--- config.mk ---
export PLATFORM = sky130hd
export DESIGN_NAME = encoder
export DESIGN_NICKNAME = d
export VERILOG_FILES = /design/src/rtl/encoder_pkg.sv /design/src/rtl/encoder_sp_ram.sv /design/src/rtl/encoder.sv
export SDC_FILE = /design/constraint.sdc
export NUM_CORES = 1
export LEC_CHECK = 0
export CORE_MARGIN = 4
export CORE_UTILIZATION = 55
export DETAILED_ROUTE_END_ITERATION = 8
export GPL_TIMING_DRIVEN = 0
export HOLD_SLACK_MARGIN = 0.02
export PLACE_DENSITY_LB_ADDON = 0.12
export SLEW_MARGIN = 10
export SYNTH_ARGS = -nofsm -noshare
export SYNTH_HDL_FRONTEND = slang
export SYNTH_SLANG_ARGS = --single-unit
--- constraint.sdc ---
create_clock -name clk -period 5.2 [get_ports clk]
set_input_delay 1.04 -clock clk [delete_from_list [all_inputs] [get_ports clk]]
set_output_delay 1.04 -clock clk [all_outputs]
set_load 0.02 [all_outputs]
--- src/rtl/encoder_pkg.sv ---
// Shared types and default widths for the run-length encoder.
package encoder_pkg;

   localparam int DEFAULT_ADDR_WIDTH = 4;
   localparam int DEFAULT_DATA_WIDTH = 8;

   typedef enum logic [2:0] {
      IDLE,
      RD,
      CMP,
      FLUSH,
      DONE
   } state_t;

endpackage

--- src/rtl/encoder_sp_ram.sv ---
// Simple dual-port style RAM: one synchronous write port, one registered read port.
module encoder_sp_ram #(
   parameter int ADDR_WIDTH = 4,
   parameter int DATA_WIDTH = 8
) (
   input  logic                  clk,
   input  logic                  rst_n,
   input  logic                  we,
   input  logic [ADDR_WIDTH-1:0] waddr,
   input  logic [DATA_WIDTH-1:0] wdata,
   input  logic [ADDR_WIDTH-1:0] raddr,
   output logic [DATA_WIDTH-1:0] rdata
);

   logic [DATA_WIDTH-1:0] mem [2**ADDR_WIDTH];

   always_ff @(posedge clk) begin
      if (we) begin
         mem[waddr] <= wdata;
      end
   end

   // Only the read register is reset; array contents survive reset.
   always_ff @(posedge clk) begin
      if (!rst_n) begin
         rdata <= '0;
      end else begin
         rdata <= mem[raddr];
      end
   end

endmodule

--- src/rtl/encoder.sv ---
// Run-length encoder over on-chip RAMs, started by a level-sensitive cs.
// Optional busy-cycle counter output enabled by defining ENCODER_PERF_EN.
module encoder
   import encoder_pkg::*;
#(
   parameter int ADDR_WIDTH = DEFAULT_ADDR_WIDTH,
   parameter int DATA_WIDTH = DEFAULT_DATA_WIDTH
) (
   input  logic                  clk,
   input  logic                  rst_n,
   input  logic                  cs,
   input  logic                  in_we,
   input  logic [ADDR_WIDTH-1:0] in_addr,
   input  logic [DATA_WIDTH-1:0] in_data,
   input  logic [ADDR_WIDTH-1:0] rd_addr,
   output logic [DATA_WIDTH-1:0] rd_char,
   output logic [DATA_WIDTH-1:0] rd_code,
   output logic [ADDR_WIDTH:0]   run_count,
   output logic                  busy,
   output logic                  done
`ifdef ENCODER_PERF_EN
   ,
   output logic [15:0]           cycles
`endif
);

   state_t                state, next_state;
   logic                  cs_q;
   logic [ADDR_WIDTH-1:0] av;
   logic [ADDR_WIDTH:0]   ao;
   logic [DATA_WIDTH-1:0] ac;
   logic [DATA_WIDTH-1:0] ao_current_char;
   logic [DATA_WIDTH-1:0] a_output_code;
   logic [DATA_WIDTH-1:0] d;
   logic                  in_wr_en;
   logic                  run_end;

   assign busy     = (state == RD) || (state == CMP) || (state == FLUSH);
   assign done     = (state == DONE);
   assign in_wr_en = in_we && ((state == IDLE) || (state == DONE));
   assign run_end  = ((state == CMP) && (ac != '0) && (d != ao_current_char)) || (state == FLUSH);

   encoder_sp_ram #(.ADDR_WIDTH(ADDR_WIDTH), .DATA_WIDTH(DATA_WIDTH)) input_ram (
      .clk   (clk),
      .rst_n (rst_n),
      .we    (in_wr_en),
      .waddr (in_addr),
      .wdata (in_data),
      .raddr (av),
      .rdata (d)
   );

   encoder_sp_ram #(.ADDR_WIDTH(ADDR_WIDTH), .DATA_WIDTH(DATA_WIDTH)) output_ram (
      .clk   (clk),
      .rst_n (rst_n),
      .we    (run_end),
      .waddr (ao[ADDR_WIDTH-1:0]),
      .wdata (ao_current_char),
      .raddr (rd_addr),
      .rdata (rd_char)
   );

   encoder_sp_ram #(.ADDR_WIDTH(ADDR_WIDTH), .DATA_WIDTH(DATA_WIDTH)) output_code_ram (
      .clk   (clk),
      .rst_n (rst_n),
      .we    (run_end),
      .waddr (ao[ADDR_WIDTH-1:0]),
      .wdata (ac),
      .raddr (rd_addr),
      .rdata (rd_code)
   );

   // cs is registered before the FSM sees it, so a start costs one edge of latency.
   always_comb begin
      next_state = state;
      case (state)
         IDLE:    if (cs_q) next_state = RD;
         RD:      next_state = CMP;
         CMP:     next_state = (&av) ? FLUSH : RD;
         FLUSH:   next_state = DONE;
         DONE:    if (!cs_q) next_state = IDLE;
         default: next_state = IDLE;
      endcase
   end

   always_ff @(posedge clk) begin
      if (!rst_n) begin
         state           <= IDLE;
         cs_q            <= 1'b0;
         av              <= '0;
         ao              <= '0;
         ac              <= '0;
         ao_current_char <= '0;
         a_output_code   <= '0;
         run_count       <= '0;
      end else begin
         state <= next_state;
         cs_q  <= cs;
         case (state)
            IDLE: begin
               if (cs_q) begin
                  av        <= '0;
                  ao        <= '0;
                  ac        <= '0;
                  run_count <= '0;
               end
            end
            CMP: begin
               if (ac == '0) begin
                  ao_current_char <= d;
                  ac              <= DATA_WIDTH'(1);
               end else if (d == ao_current_char) begin
                  ac <= ac + 1'b1;
               end else begin
                  a_output_code   <= ac;
                  ao              <= ao + 1'b1;
                  run_count       <= run_count + 1'b1;
                  ao_current_char <= d;
                  ac              <= DATA_WIDTH'(1);
               end
               if (!(&av)) begin
                  av <= av + 1'b1;
               end
            end
            FLUSH: begin
               a_output_code <= ac;
               ao            <= ao + 1'b1;
               run_count     <= run_count + 1'b1;
            end
            default: begin
            end
         endcase
      end
   end

   // Every completed encode writes at least one run, so the last code is never zero.
   always_ff @(posedge clk) begin
      if (rst_n && (state == DONE)) begin
         assert (a_output_code != '0);
      end
   end

`ifdef ENCODER_PERF_EN
   always_ff @(posedge clk) begin
      if (!rst_n) begin
         cycles <= '0;
      end else if ((state == IDLE) && (next_state != IDLE)) begin
         cycles <= '0;
      end else if (busy && (cycles != 16'hFFFF)) begin
         cycles <= cycles + 1'b1;
      end
   end
`endif

endmodule

==> impl_metrics.tcl, run 1 <==
set metrics [dict create \
    drt_iter0_drc 746 \
    ctsHoldBuffers 0 \
    hold_path_depth 2 \
    place_congestion 0.8224 \
    synth.avg_cell_area_sq_um 20.26 \
    critPathCaptureType "register" \
    synth-edff-count 384 \
    io_buffers 37 \
    grt_util_met3 0.03079 \
    synthFlopType "edfxtp_1" \
    clkLatencyLatePin_ns 0.54 \
    seqPwrFrac 0.526 \
    antenna_found_initial 0 \
    ctsResizeCount 0 \
    r2r_setup_slack_ns 1.39 \
    min_path_type "register to register" \
    finalInstanceArea_sq_um 19680 \
    maxCapViolations 0 \
    grt_max_degree 25 \
    finalCriticalPeriod_ns 3.812 \
    leakage_nw 6.512 \
    ant_nets 0 \
    reg2reg_to "output_code_ram.mem[1][6]" \
    switching_power_mw 1.437 \
    fin_util 0.6433 \
    cts_root_buf "clkbuf_16" \
    fillers 2058 \
    grt_use_met2 0.3791 \
    final_cell_mix "edfxtp_1, mux4_2, dfxtp_1" \
    pwr-share-clk 0.435 \
    worstMarginPinSlew_ns 1.157 \
    cts_made_buffers 44 \
    place_ws_ns 1.395 \
    cts.clk_slew.worst_paths_ns 0.07 \
    via_count 8347 \
    power.total_mw 7.329 \
    grt-ovfl-total 0 \
    gr-usage-met1 0.2717 \
    synthCells 843 \
    powerDensity_nw_per_um2 372.4 \
    place_area_sq_um 18210 \
    hold_slack_ns 0.5067 \
    slew_violations 0 \
    synth_seq_cells 441 \
    reg2regPathDepth 9 \
    cp-start-kind "register" \
    outcome "finished, final reports clean" \
    cts_sinks 441 \
    start_util 0.5584 \
    cp_max_fo 20 \
    diodes 0 \
    timing.rr.start "ac[0]" \
    path_class "register to register" \
    drc_errors 0 \
    finalSetupViolations 0 \
    viasPerCell 6.049 \
    htree_levels 2 \
    grt_pass1_vias 8645 \
    final_common_cell "edfxtp_1" \
    cts_tree "done" \
    setup_slack_ns 1.388 \
    die_area_sq_um 33940 \
    hold_viol 0 \
    layout.nets 976 \
    routed_wl_microns 34940 \
    synth_warnings 0 \
    cts_setup_buffers 0 \
    area_growth_syn_to_layout_pct 15.22 \
    swShare 0.1961 \
    setup_tns_ns 0 \
    wl_per_cell_microns 25.32 \
    row_count 64 \
    busiest_layer "met2" \
    grt_pass1_wl_microns 53630 \
    min_to "state[2]" \
    cp.arrival_ns 4.04 \
    fmax_mhz 262.3 \
    die_h_microns 184.2 \
    vdd_drop_max_mv 0.3077 \
    max-slew-margin-rel 0.2283 \
    die-width_microns 184.2 \
    synth_fp_nets 871 \
    hpwl_microns 23450 \
    drive_gt1_frac 0.2530 \
    dp.cells 1298 \
    core_sq_um 30590 \
    yosysSeqAreaShare 0.7419 \
    clockBufferDepth 3 \
    async_reset_ff_frac 0 \
    yosysUniqueCellTypes 51 \
    required_ns 5.43 \
    final_cells 1380 \
    fin_crit_sh 0.7332 \
    power.internal_mw 5.892 \
    ios 43 \
    rsz0062_at_grt "false" \
    first_pass_iters 5 \
    pwr-share-comb 0.039 \
    syn_area_sq_um 17080 \
    grtUsageTotal 0.2121 \
    skew_ns 0.02090 \
    min_from "cs_q" \
]
==> kinds of logic (layout without fill, tap and decap cells) <==
group           after synthesis  count (layout)  synth area share
mux                         120             120            0.1582
buf+inv                      52             193           0.01502
simple gates                156             156           0.04879
fa+ha+maj                     8               8          0.005861
xor+xnor                     10              10          0.005128
flops                       441             441            0.7419
compound gates               56              56           0.02505
==> worst max-delay path, stage by stage, from the launching register on <==
cell,delay (ns)
dfxtp_1,0.73
inv_1,0.14
ha_1,0.22
or4b_1,0.18
or4_4,0.14
o21ai_0,0.21
a211o_1,0.42
buf_2,0.24
nor4b_2,0.86
buf_2,0.36
==> registers in the layout, summed over array words and instances (netlist names) <==
signal                 count
run_count                  5
cs_q                       1
output_ram.rdata           8
av                         4
output_code_ram.mem      128
input_ram.mem            128
ao_current_char            8
ac                         8
ao                         4
state                      3
input_ram.rdata            8
output_ram.mem           128
output_code_ram.rdata      8
==> power groups by stage <==
stage / Clock [mW] / Combinational (mW) / Sequential (mW)
2_1_floorplan: 0 / 0.176 / 3.93
3_3_place_gp: 0 / 0.279 / 3.93
4_1_cts: 3.24 / 0.289 / 3.85
6_report: 3.19 / 0.283 / 3.85
5_1_grt: 3.41 / 0.305 / 3.85
3_5_place_dp: 0 / 0.287 / 3.93
==> worst max path at each step <==
stage,to,slack [ns],cells after the start,start
final,output_code_ram.mem[1][6],1.39,9,ac[0]
after floorplan,output_code_ram.mem[1][0],1.21,8,ac[0]
after detailed placement,output_ram.mem[2][2],1.39,9,ac[0]
after global placement,output_ram.mem[1][2],-0.91,8,ac[0]
after CTS,output_code_ram.mem[2][6],1.38,9,ac[0]
after global routing,output_code_ram.mem[1][5],1.15,9,ac[0]
==> cell type report <==
type,count,area (sq um),share of cell area
clock inverter,24,275.3,0.01399
tap,396,495.5,0.02518
buffer,44,226.5,0.01151
inverter,8,30.03,0.001526
timing repair buffer,59,558.0,0.02836
multi-input combinational,350,4227,0.2148
clock buffer,58,1195,0.06072
sequential,441,12670,0.6439
==> layer usage <==
| metal | part of all wire | routed length [microns] |
|---|---|---|
| met5 | 0 | 0 |
| met4 | 0.032 | 1116 |
| met3 | 0.049 | 1695 |
| met2 | 0.54 | 18740 |
| met1 | 0.38 | 13390 |
==> Yosys cell counts, drive strengths merged, types with 2 or more instances <==
| cell | number | area (sq um) |
|---|---|---|
| a211oi | 2 | 15.01 |
| a21boi | 6 | 45.04 |
| a21oi | 5 | 25.02 |
| a31o | 8 | 70.07 |
| a31oi | 3 | 33.78 |
| a32o | 5 | 50.05 |
| and2 | 27 | 170.2 |
| and3 | 4 | 25.02 |
| and4 | 2 | 18.77 |
| and4b | 4 | 40.04 |
| buf | 14 | 73.82 |
| clkbuf | 30 | 152.6 |
| dfxtp | 57 | 1141 |
| edfxtp | 384 | 11530 |
| ha | 8 | 100.1 |
| inv | 8 | 30.03 |
| mux4 | 120 | 2703 |
| nand2 | 27 | 101.4 |
| nand2b | 3 | 18.77 |
| nand3 | 14 | 70.07 |
| nand4 | 4 | 25.02 |
| nand4b | 2 | 17.52 |
| nor2 | 35 | 131.4 |
| nor2b | 7 | 43.79 |
| nor3 | 15 | 75.07 |
| nor3b | 2 | 15.01 |
| nor4 | 2 | 12.51 |
| nor4b | 4 | 35.03 |
| o211a | 2 | 20.02 |
| o21a | 2 | 15.01 |
| o21ai | 12 | 60.06 |
| o21bai | 3 | 22.52 |
| o2bb2ai | 2 | 17.52 |
| xnor2 | 9 | 78.83 |
Power figures use the tool's default switching activity.
==> run 2, diff against run 1 <==
==> constraint.sdc (replaced) <==
create_clock -name clk -period 3.6 [get_ports clk]
set_input_delay 0.72 -clock clk [delete_from_list [all_inputs] [get_ports clk]]
set_output_delay 0.72 -clock clk [all_outputs]
set_load 0.02 [all_outputs]
==> impl_metrics.tcl, run 2 (synthesis results as in run 1) <==
set metrics [dict create \
    grt-ovfl-total 0 \
    die_area_sq_um 33940 \
    min_path_type "register to register" \
    cp.buffers_inverters 2 \
    slew_violations 0 \
    viasPerCell 6.023 \
    skew_ns 0.01868 \
    critPathCaptureType "register" \
    fin_crit_sh 0.9601 \
    hold_slack_ns 0.5067 \
    crit_family "simple AND/OR/NAND/NOR gates" \
    clockBufferDepth 3 \
    cts_root_buf "clkbuf_16" \
    finalCriticalPeriod_ns 3.456 \
    drive_gt1_frac 0.2602 \
    finalInstanceArea_sq_um 19710 \
    crit_top_cell "buf_2" \
    outcome "finished, final reports clean" \
    core_sq_um 30590 \
    critPathSlowestCell "dfxtp_1" \
    cp-start-kind "register" \
    reg2regPathDepth 7 \
    layout.nets 976 \
    area_growth_syn_to_layout_pct 15.37 \
    antenna_found_initial 0 \
    final_common_cell "edfxtp_1" \
    cts_sinks 441 \
    cts_tree "done" \
    switching_power_mw 2.078 \
    pwr-share-clk 0.436 \
    hpwl_microns 23450 \
    vdd_drop_max_mv 0.4438 \
    via_count 8312 \
    fmax_mhz 289.3 \
    setup_tns_ns 0 \
    cts_setup_buffers 0 \
    required_ns 3.83 \
    clkLatencyLatePin_ns 0.54 \
    power.internal_mw 8.509 \
    maxCapViolations 0 \
    min_from "cs_q" \
    path_class "register to register" \
    cts.clk_slew.worst_paths_ns 0.06 \
    cts_made_buffers 44 \
    start_util 0.5584 \
    row_count 64 \
    die-width_microns 184.2 \
    grt_pass1_wl_microns 53650 \
    place_congestion 0.8224 \
    setup_slack_ns 0.1438 \
    grt_pass1_vias 8630 \
    r2r_setup_slack_ns 0.14 \
    cp_max_fo 18 \
    reg_top3 "input_ram.mem (128), output_code_ram.mem (128), output_ram.mem (128)" \
    first_pass_iters 5 \
    diodes 0 \
    slowest_delay_ns 0.79 \
    routed_wl_microns 35000 \
    place_ws_ns -0.2052 \
    max-slew-margin-rel 0.3453 \
    die_h_microns 184.2 \
    crit_chain "xnor2_1 > nand4_1 > o21ai_0 > a211o_1 > buf_2 > nor4b_4 > buf_2" \
    wl_per_cell_microns 25.36 \
    hold_path_depth 2 \
    leakage_nw 6.586 \
    ant_nets 0 \
    grt_max_degree 25 \
    drc_errors 0 \
    ios 43 \
    swShare 0.1963 \
    powerDensity_nw_per_um2 537.3 \
    final_cell_mix "edfxtp_1, mux4_2, dfxtp_1" \
    hold_viol 0 \
    seqPwrFrac 0.526 \
    cp.arrival_ns 3.68 \
    worstMarginPinSlew_ns 0.9820 \
    reg2reg_to "output_code_ram.mem[2][5]" \
    ctsHoldBuffers 0 \
    htree_levels 2 \
    grtUsageTotal 0.2122 \
    finalSetupViolations 0 \
    pwr-share-comb 0.038 \
    io_buffers 37 \
    timing.rr.start "ao_current_char[3]" \
    min_to "state[2]" \
    drt_iter0_drc 712 \
    place_area_sq_um 18210 \
]
run 2: final cells by class:
| cell class | instances | area, sq um |
|---|---|---|
| fill | 2052 | 10880 |
| timing repair buffer | 59 | 558.0 |
| clock inverter | 24 | 275.3 |
| tap | 396 | 495.5 |
| clock buffer | 58 | 1195 |
| buffer | 44 | 226.5 |
| sequential | 441 | 12680 |
| inverter | 8 | 30.03 |
| multi-input combinational | 350 | 4249 |
run 2: power by group through the flow:
stage	Combinational, mW	Sequential (mW)	Clock (mW)
floorplan	0.254	5.68	0
global placement	0.401	5.67	0
detailed placement	0.413	5.68	0
CTS	0.415	5.57	4.68
global route	0.439	5.57	4.92
finish	0.407	5.57	4.61
run 2: timing repair:
| item | 4_1_cts | 5_1_grt |
|---|---|---|
| pin swaps | 0 | 0 |
| gates resized for setup | 4 | 5 |
| endpoints found under the setup margin | 88 | 80 |
run 2: how the worst max path moves through the flow:
stage / cells past startpoint / endpoint / startpoint
floorplan: 8 / output_code_ram.mem[1][0] / ac[0]
global placement: 8 / output_ram.mem[1][2] / ac[0]
detailed placement: 9 / output_ram.mem[2][2] / ac[0]
CTS: 9 / output_code_ram.mem[2][6] / ac[0]
global route: 7 / output_code_ram.mem[2][6] / ao_current_char[3]
finish: 7 / output_code_ram.mem[2][5] / ao_current_char[3]
run 2: routing by layer:
metal	vias up	wire (microns)	GRT usage
li1	3676	-	-
met2	259	18800	0.3816
met3	68	1667	0.03079
met5	-	0	0
met4	0	1054	0.06300
met1	4309	13470	0.2710
run 2: metrics by stage:
| stage | utilization | instances | total power [mW] |
|---|---|---|---|
| 2_1_floorplan | - | 843 | 5.934 |
| 3_3_place_gp | 0.5867 | 1276 | 6.074 |
| 3_5_place_dp | 0.5953 | 1298 | 6.089 |
| 4_1_cts | 0.6435 | 1380 | 10.66 |
| 5_1_grt | 0.6442 | 1380 | 10.93 |
| 6_report | 0.6442 | 1380 | 10.59 |
run 2: tightest hold or removal path, stage by stage (launching register included):
cell and delay (ns):
dfxtp_1 0.32, a21oi_1 0.06, nor2b_1 0.09
==> run 3, diff against run 2 <==
--- a/config.mk
+++ b/config.mk
@@ -10,6 +10,7 @@
 export DETAILED_ROUTE_END_ITERATION = 8
 export GPL_TIMING_DRIVEN = 0
 export HOLD_SLACK_MARGIN = 0.02
+export MAX_ROUTING_LAYER = met4
 export PLACE_DENSITY_LB_ADDON = 0.12
 export SLEW_MARGIN = 10
 export SYNTH_ARGS = -nofsm -noshare
==> constraint.sdc (replaced) <==
create_clock -name clk -period 3.6 [get_ports clk]
set_input_delay 0.36 -clock clk [delete_from_list [all_inputs] [get_ports clk]]
set_output_delay 0.36 -clock clk [all_outputs]
set_load 0.02 [all_outputs]
==> impl_metrics.tcl, run 3 (synthesis results as in run 1) <==
set metrics [dict create \
    final_common_cell "edfxtp_1" \
    cts_tree "done" \
    crit_top_cell "buf_2" \
    leakage_nw 6.586 \
    core_sq_um 30590 \
    cts_root_buf "clkbuf_16" \
    area_growth_syn_to_layout_pct 15.38 \
    cp.arrival_ns 3.66 \
    reg_top3 "input_ram.mem (128), output_code_ram.mem (128), output_ram.mem (128)" \
    powerDensity_nw_per_um2 537.2 \
    min_path_type "primary input to register" \
    cts_setup_buffers 0 \
    hold_path_depth 3 \
    die_area_sq_um 33940 \
    layout.nets 976 \
    row_count 64 \
    grt_util_met3 0.03079 \
    finalSetupViolations 0 \
    cp.buffers_inverters 2 \
    clockBufferDepth 3 \
    path_class "register to register" \
    cp-start-kind "register" \
    cts.clk_slew.worst_paths_ns 0.06 \
    busiest_layer "met2" \
    drive_gt1_frac 0.2602 \
    hold_viol 0 \
    cts_sinks 441 \
    critPathSlowestCell "dfxtp_1" \
    maxCapViolations 0 \
    crit_chain "xnor2_1 > nand4_1 > o21ai_0 > a211o_1 > buf_2 > nor4b_4 > buf_2" \
    max-slew-margin-rel 0.3503 \
    cp_max_fo 18 \
    grtUsageTotal 0.2191 \
    first_pass_iters 5 \
    critPathCaptureType "register" \
    wl_per_cell_microns 25.33 \
    place_area_sq_um 18210 \
    io_buffers 37 \
    routed_wl_microns 34990 \
    slowest_delay_ns 0.78 \
    path_depth 7 \
    final_cell_mix "edfxtp_1, mux4_2, dfxtp_1" \
    finalInstanceArea_sq_um 19710 \
    ios 43 \
    grt_pass1_vias 8617 \
    grt_max_degree 25 \
    die_h_microns 184.2 \
    ant_nets 0 \
    htree_levels 2 \
    required_ns 3.82 \
    ctsHoldBuffers 0 \
    setup_tns_ns 0 \
    gr-usage-met1 0.2715 \
    fmax_mhz 291.3 \
    grt-ovfl-total 0 \
    antenna_found_initial 0 \
    drt_iter0_drc 678 \
    finalCriticalPeriod_ns 3.433 \
    cts_made_buffers 44 \
    crit_family "simple AND/OR/NAND/NOR gates" \
    start_util 0.5584 \
    die-width_microns 184.2 \
    vdd_drop_max_mv 0.4430 \
    viasPerCell 6.049 \
    drc_errors 0 \
    worstMarginPinSlew_ns 0.9746 \
    grt_pass1_wl_microns 53700 \
    via_count 8354 \
    outcome "finished, final reports clean" \
    reg2regPathDepth 7 \
    grt_use_met2 0.3816 \
    skew_ns 0.01774 \
    clkLatencyLatePin_ns 0.54 \
    hold_slack_ns 0.1799 \
    fin_crit_sh 0.9536 \
    slew_violations 0 \
    hpwl_microns 23450 \
    place_congestion 0.8353 \
]
[run 3: changes by cell type in the layout (fill, tap and decap cells not counted)]
cell	delta
diode_2	+1
[run 3: path summary, 6_finish.rpt]
kind,slack (ns),end,start
worst max register to register,0.17,output_code_ram.mem[1][5],ao_current_char[3]
worst min register to register,0.51,state[2],cs_q
worst min-delay path,0.18,ac[6],rst_n
worst max-delay path,0.17,output_code_ram.mem[1][5],ao_current_char[3]
[run 3: where the power goes]
part	switching, mW	internal (mW)
registers	0.0201	5.55
clock network	1.84	2.78
logic	0.221	0.187
[run 3: cell type report]
class | instances | area (sq um)
Buffer | 44 | 226.5
Multi-Input combinational cell | 350 | 4249
Antenna cell | 1 | 2.502
Clock inverter | 24 | 275.3
Inverter | 8 | 30.03
Sequential cell | 441 | 12680
Tap cell | 396 | 495.5
Timing Repair Buffer | 59 | 558.0
Clock buffer | 58 | 1195
Fill cell | 2051 | 10880
[run 3: repair_timing]
action,in CTS,in global routing
gates resized for setup,4,5
gates cloned,0,0
endpoints found under the setup margin,88,80
[run 3: worst register-to-register path, delay by kind of cell (launching register included)]
family,cells,cell delay (ns)
and+or+nand+nor,2,0.89
DFF,1,0.78
AOI/OAI and AO/OA,2,0.69
xor gates and xnor gates,1,0.18
buffers and inverters,2,0.59
[run 3: per-layer routing]
layer / wire length (microns) / share of wire / vias up
li1: - / - / 3676
met1: 13640 / 0.39 / 4346
met2: 18740 / 0.54 / 259
met3: 1531 / 0.044 / 73
met4: 1077 / 0.031 / 0
met5: 0 / 0 / -
[run 3: stage by stage]
| step | power [mW] | instances | worst slack (ns) | util |
|---|---|---|---|---|
| floorplan | 5.934 | 843 | -0.3851 | - |
| global placement | 6.074 | 1276 | -2.509 | 0.5867 |
| detailed placement | 6.089 | 1298 | -0.2052 | 0.5953 |
| CTS | 10.66 | 1380 | -0.2197 | 0.6435 |
| global route | 10.93 | 1380 | -0.04046 | 0.6442 |
| finish | 10.59 | 1381 | 0.1669 | 0.6443 |
